$ cat config.mk
export PLATFORM = sky130hd
export DESIGN_NAME = nand_4
export DESIGN_NICKNAME = d
export VERILOG_FILES = /design/src/rtl/nand_4.sv
export SDC_FILE = /design/constraint.sdc
export NUM_CORES = 1
export LEC_CHECK = 0
export CELL_PAD_IN_SITES_DETAIL_PLACEMENT = 1
export CELL_PAD_IN_SITES_GLOBAL_PLACEMENT = 2
export CORE_ASPECT_RATIO = 0.8
export CORE_MARGIN = 2
export CORE_UTILIZATION = 15
export DETAILED_ROUTE_END_ITERATION = 6
export GPL_ROUTABILITY_DRIVEN = 0
export PLACE_DENSITY = 0.81
export SLEW_MARGIN = 15
export SYNTH_ARGS = -nofsm -noshare
export SYNTH_HDL_FRONTEND = slang
export SYNTH_SLANG_ARGS = --single-unit
export TNS_END_PERCENT = 100
$ cat constraint.sdc
create_clock -name clk -period 1.6 [get_ports clk]
set_input_delay 0.32 -clock clk [delete_from_list [all_inputs] [get_ports clk]]
set_output_delay 0.32 -clock clk [all_outputs]
set_load 0.005 [all_outputs]
$ cat src/rtl/nand_4.sv
// Vector NAND leaf: combinational y = ~(a & b) per bit, plus a registered copy
// with a valid flag and an all-zeros status flag for clocked consumers.
module nand_4 #(
    parameter int WIDTH = 4
) (
    input  logic             clk,
    input  logic             rst_n,
    input  logic [WIDTH-1:0] a,
    input  logic [WIDTH-1:0] b,
    input  logic             in_valid,
    output logic [WIDTH-1:0] y,
    output logic [WIDTH-1:0] y_q,
    output logic             out_valid,
    output logic             all_low
);

    logic [WIDTH-1:0] w_nand;
    logic [WIDTH-1:0] r_y_q;
    logic             r_out_valid;
    logic             r_all_low;

    assign w_nand = ~(a & b);
    assign y      = w_nand;

    // Reset value of y_q is the NAND of all-zero operands, so it reads as all ones.
    always_ff @(posedge clk) begin
        if (!rst_n) begin
            r_y_q       <= {WIDTH{1'b1}};
            r_all_low   <= 1'b0;
            r_out_valid <= 1'b0;
        end else begin
            r_out_valid <= in_valid;
            if (in_valid) begin
                r_y_q     <= w_nand;
                r_all_low <= (w_nand == {WIDTH{1'b0}});
            end
        end
    end

    assign y_q       = r_y_q;
    assign out_valid = r_out_valid;
    assign all_low   = r_all_low;

endmodule

==> impl_metrics.py, run 1 <==
metrics = {
    "synthesis": {
        "synth_area_sq_um": 246,
        "syn-num-nets": 39,
        "ys_ff_latch": 6,
        "avgSynthCellArea_sq_um": 8.80,
        "synth_cells": 28,
        "yosysSeqAreaShare": 0.487,
        "synth.distinct_cells": 10,
        "yosys_warnings": 0,
    },
    "worst_hold_path": {
        "hold_start": "y_q[0]",
        "hold_class": "register to register",
        "whs_path_depth": 2,
    },
    "route": {
        "viasPerCell": 3.81,
        "antenna_left": 0,
        "wl_per_cell_um": 9.36,
        "vias": 305,
        "drc_errors": 0,
        "routed_wl_um": 749,
        "dr.first_iter.drc_count": 1,
        "dr.pass1.iters": 3,
    },
    "critical_path": {
        "crit_family": "buffers and inverters",
        "crit_path_end_kind": "output pin",
        "critical_path.max_fanout": 2,
        "regToRegSetupSlack_ns": 1.02,
        "timing.rr.end": "y_q[3]",
        "crit_path_end": "y[3]",
        "path_depth": 3,
        "crit_chain": "clkdlybuf4s50_1 -> nand2_1 -> dlygate4sd2_1",
        "rr_worst_depth": 2,
        "crit_buf_inv": 2,
        "cp-start-kind": "input port",
        "cp.required_ns": 1.28,
        "cp.arrival_ns": 1.12,
        "worstSetupPathType": "input port to output pin",
        "critPathSlowestCell": "clkdlybuf4s50_1",
        "critical-path-max-stage-delay_ns": 0.47,
        "reg2reg_from": "y_q[3]",
        "crit_start": "b[3]",
    },
    "global_route": {
        "grt_pass1_wl_um": 1300,
        "antenna_found_initial": 0,
        "grt_usage": 0.0955,
        "grt_max_degree": 12,
        "grt_pass1_vias": 324,
        "grt-ovfl-total": 0,
    },
    "layout": {
        "final_cell_mix": "15 x clkdlybuf4s50_1, 8 x buf_4, 6 x dfxtp_1",
        "n_antenna_cell": 0,
        "final_cell_area_sq_um": 539,
        "layout_commonest_cell": "clkdlybuf4s50_1",
        "fin_cells": 80,
        "drive_gt1_frac": 0.224,
        "layout.nets": 71,
        "syn2layout_area_growth_pct": 119,
        "post-route-util": 0.342,
    },
    "placement": {
        "dp_hpwl_um": 635,
        "pre_cts_slack_ns": -0.0474,
        "portBuffers": 20,
        "post_dp_cell_area_sq_um": 523,
        "place_inst": 77,
    },
    "floorplan": {
        "die_w_um": 49.3,
        "core_sq_um": 1580,
        "row_count": 13,
        "dieArea_sq_um": 1990,
        "start_util": 0.156,
        "num_io_pins": 21,
        "fp.dieH_um": 40.3,
    },
    "power_and_ir_drop": {
        "power.density_nw_per_um2": 682,
        "ir_worst_vdd_uv": 454,
        "power.leakage_nw": 0.232,
    },
    "sta": {
        "hold_violations": 0,
        "worst_pin_slew_ns": 0.324,
        "clock_skew_ns": 0,
        "hold_ws_ns": 0.489,
        "rsz0062_at_grt": "false",
        "max_slew_margin": 0.783,
        "max_freq_mhz": 696,
        "maxSlewViolCount": 0,
        "setup_viol": 0,
        "finalCritPeriodShare": 0.898,
        "finalWorstSetupSlack_ns": 0.164,
        "period_minus_slack_ns": 1.44,
    },
    "clock_network": {
        "cts-root-buf": "clkbuf_4",
        "cts_buffer_depth": 2,
        "clock_latency_ns": 0.24,
        "cts-resized-gates": 5,
        "postCtsSetupRepairBufs": 0,
        "cts_made_buffers": 3,
        "cts_tree": "done",
        "cts_max_level": 1,
        "hold_buffers": 0,
        "cts.clk_slew.worst_paths_ns": 0.04,
        "cts_sinks": 6,
    },
    "job": {
        "max-cap-violations": 0,
    },
    "run_status": {
        "outcome": "finished, final reports clean",
    },
}
==> power by group <==
group / total (W) / switching (W) / internal (W)
combinational: 0.0000765 / 0.0000245 / 0.0000521
sequential: 0.000158 / 0.00000219 / 0.000155
clock: 0.000133 / 0.0000490 / 0.0000845
total: 0.000368 / 0.0000757 / 0.000292
==> Yosys cell counts (all sizes together) <==
cell type	n	area share
and2	1	0.030
and3	4	0.10
buf	1	0.046
dfxtp	6	0.49
nand2	4	0.061
nand3b	1	0.030
nand4	2	0.051
nor2	4	0.061
o21ai	4	0.081
o31ai	1	0.051
==> stage by stage <==
stage	TNS (ns)	power (W)
final	0	0.000368
after global routing	0	0.000395
after CTS	0	0.000377
after detailed placement	-0.155	0.000243
after global placement	-0.110	0.000241
after floorplan	0	0.000177
==> tightest hold or removal path: cells and delay by family (launching register included) <==
kind,cells,cell delay [ns]
flip-flops,1,0.30
AND/OR/NAND/NOR,1,0.08
AO/OA/AOI/OAI,1,0.06
==> layout make-up <==
cell class / instances / area, sq um
clock buffers: 3 / 22.5
multi-input cells: 21 / 115
flip-flops and latches: 6 / 120
fillers: 201 / 1040
repair buffers: 28 / 254
well taps: 22 / 27.5
==> kinds of logic (layout without fill, tap and decap cells) <==
| group | Yosys count | count (layout) | synth area share |
|---|---|---|---|
| and+or+nand+nor | 16 | 16 | 0.335 |
| buffers and inverters | 1 | 31 | 0.0457 |
| DFF | 6 | 6 | 0.487 |
| AOI/OAI and AO/OA | 5 | 5 | 0.132 |
==> layer usage <==
metal	GRT usage	vias up	share of wire
li1	-	159	-
met1	0.0947	126	0.46
met2	0.166	20	0.43
met3	0.0597	0	0.11
met4	0.0429	0	0
met5	0	-	0
==> registers in the layout (all words and copies together) (netlist names) <==
name,count
all_low,1
y_q,4
out_valid,1
==> worst min path at each step <==
stage	endpoint
CTS	y_q[0]
detailed placement	y_q[0]
finish	y_q[0]
global route	y_q[0]
floorplan	y_q[0]
global placement	y_q[3]
No activity file was read; power rests on OpenSTA's default activity.
==> run 2: changes to the inputs <==
--- a/config.mk
+++ b/config.mk
@@ -12,6 +12,7 @@
 export CORE_UTILIZATION = 15
 export DETAILED_ROUTE_END_ITERATION = 6
 export GPL_ROUTABILITY_DRIVEN = 0
+export MAX_ROUTING_LAYER = met4
 export PLACE_DENSITY = 0.81
 export SLEW_MARGIN = 15
 export SYNTH_ARGS = -nofsm -noshare
==> run 2 against run 1 <==
Against the previous run: design area stayed put; count of clock-buffer cells in the layout stayed put; combinational power barely moved; setup slack unchanged; core utilization stayed put; first-iteration DRC count stayed put; clock skew unchanged; non-clock buffer count is the same; register-to-register slack is essentially flat; hold slack is the same; critical path type unchanged; highest routed layer unchanged.
==> impl_metrics.py, run 2 (synthesis gave the netlist of run 1 again) <==
metrics = {
    "power_and_ir_drop": {
        "finalPower_w": 0.000368,
        "power.leakage_nw": 0.232,
        "power.density_nw_per_um2": 682,
        "ir_worst_vdd_uv": 454,
    },
    "floorplan": {
        "start_util": 0.156,
        "die_w_um": 49.3,
        "row_count": 13,
        "core_sq_um": 1580,
        "num_io_pins": 21,
        "dieArea_sq_um": 1990,
        "fp.dieH_um": 40.3,
    },
    "sta": {
        "period_minus_slack_ns": 1.44,
        "max_freq_mhz": 696,
        "setup_viol": 0,
        "rsz0062_at_grt": "false",
        "maxSlewViolCount": 0,
        "finalCritPeriodShare": 0.898,
        "hold_violations": 0,
        "max_slew_margin": 0.783,
        "worst_pin_slew_ns": 0.324,
        "hold_ws_ns": 0.489,
        "clock_skew_ns": 0,
    },
    "global_route": {
        "grt_max_degree": 12,
        "grt-ovfl-total": 0,
        "grt_pass1_wl_um": 1300,
        "grt_pass1_vias": 323,
        "grt_usage": 0.0984,
        "antenna_found_initial": 0,
    },
    "route": {
        "wl_per_cell_um": 9.36,
        "dr.first_iter.drc_count": 1,
        "drc_errors": 0,
        "viasPerCell": 3.81,
        "vias": 305,
        "antenna_left": 0,
        "routed_wl_um": 749,
        "dr.pass1.iters": 3,
    },
    "critical_path": {
        "worstSetupPathType": "input port to output pin",
        "critical_path.max_fanout": 2,
        "crit_path_end_kind": "output pin",
        "crit_buf_inv": 2,
        "crit_family": "buffers and inverters",
        "critPathSlowestCell": "clkdlybuf4s50_1",
        "cp.arrival_ns": 1.12,
        "cp.required_ns": 1.28,
        "crit_chain": "clkdlybuf4s50_1 -> nand2_1 -> dlygate4sd2_1",
        "reg2reg_from": "y_q[3]",
        "cp-start-kind": "input port",
        "critical-path-max-stage-delay_ns": 0.47,
        "crit_start": "b[3]",
    },
    "clock_network": {
        "cts_tree": "done",
        "cts.clk_slew.worst_paths_ns": 0.04,
        "cts_made_buffers": 3,
        "clock_latency_ns": 0.24,
        "hold_buffers": 0,
        "cts_sinks": 6,
        "cts_buffer_depth": 2,
        "cts-root-buf": "clkbuf_4",
        "cts_max_level": 1,
        "postCtsSetupRepairBufs": 0,
    },
    "run_status": {
        "outcome": "finished, final reports clean",
    },
    "layout": {
        "final_cell_area_sq_um": 539,
        "fin_cells": 80,
        "final_cell_mix": "15 x clkdlybuf4s50_1, 8 x buf_4, 6 x dfxtp_1",
        "post-route-util": 0.342,
        "drive_gt1_frac": 0.224,
        "layout_commonest_cell": "clkdlybuf4s50_1",
        "n_antenna_cell": 0,
        "layout.nets": 71,
        "largest_reg_flops": 4,
        "syn2layout_area_growth_pct": 119,
    },
    "worst_hold_path": {
        "hold_class": "register to register",
        "hold_start": "y_q[0]",
    },
    "placement": {
        "portBuffers": 20,
        "place_inst": 77,
        "post_dp_cell_area_sq_um": 523,
        "dp_hpwl_um": 635,
    },
    "job": {
        "max-cap-violations": 0,
    },
}
-- run 2: layout make-up --
class	count	area (sq um)
repair buffers	28	254
flip-flops and latches	6	120
fillers	201	1040
multi-input cells	21	115
clock buffers	3	22.5
well taps	22	27.5
-- run 2: routing by layer --
layer  vias up  GRT usage  share of wire  wire, um
li1        159          -              -         -
met1       126     0.0969           0.47       352
met2        20      0.166           0.43       324
met3         0     0.0560          0.096        72
met4         0     0.0429              0         0
met5         -          -              0         0
-- run 2: worst min-delay path, delay by kind of cell, from the launching register on --
| family | cells | cell delay (ns) |
|---|---|---|
| DFF | 1 | 0.30 |
| AOI/OAI and AO/OA | 1 | 0.06 |
| and+or+nand+nor | 1 | 0.08 |
-- run 2: what timing repair did --
action,in CTS,in global routing
gates resized for setup,5,0
hold endpoints to repair,0,0
endpoints found under the setup margin,4,0
-- run 2: power by group --
part / total (W) / switching (W) / internal, W
Combinational: 0.0000765 / 0.0000245 / 0.0000521
Sequential: 0.000158 / 0.00000219 / 0.000155
Clock: 0.000133 / 0.0000490 / 0.0000845
-- run 2: stage by stage --
stage / setup WS (ns) / TNS [ns]
after floorplan: 0.828 / 0
after global placement: -0.0375 / -0.110
after detailed placement: -0.0474 / -0.155
after CTS: 0.152 / 0
after global routing: 0.114 / 0
final: 0.164 / 0
-- run 2: final timing paths --
check | cells past startpoint | endpoint | slack [ns]
max | 3 | y[3] | 0.16
min | 2 | y_q[0] | 0.49
max reg2reg | 2 | y_q[3] | 1.02
min reg2reg | 2 | y_q[0] | 0.49
==> run 3: changes to the inputs <==
--- a/config.mk
+++ b/config.mk
@@ -10,6 +10,7 @@
 export CORE_ASPECT_RATIO = 0.8
 export CORE_MARGIN = 2
 export CORE_UTILIZATION = 15
+export CTS_CLUSTER_DIAMETER = 30
 export DETAILED_ROUTE_END_ITERATION = 6
 export GPL_ROUTABILITY_DRIVEN = 0
 export MAX_ROUTING_LAYER = met4
==> results of run 3 <==
Same layout as run 2: the final DEF is identical, and so are final timing and power.
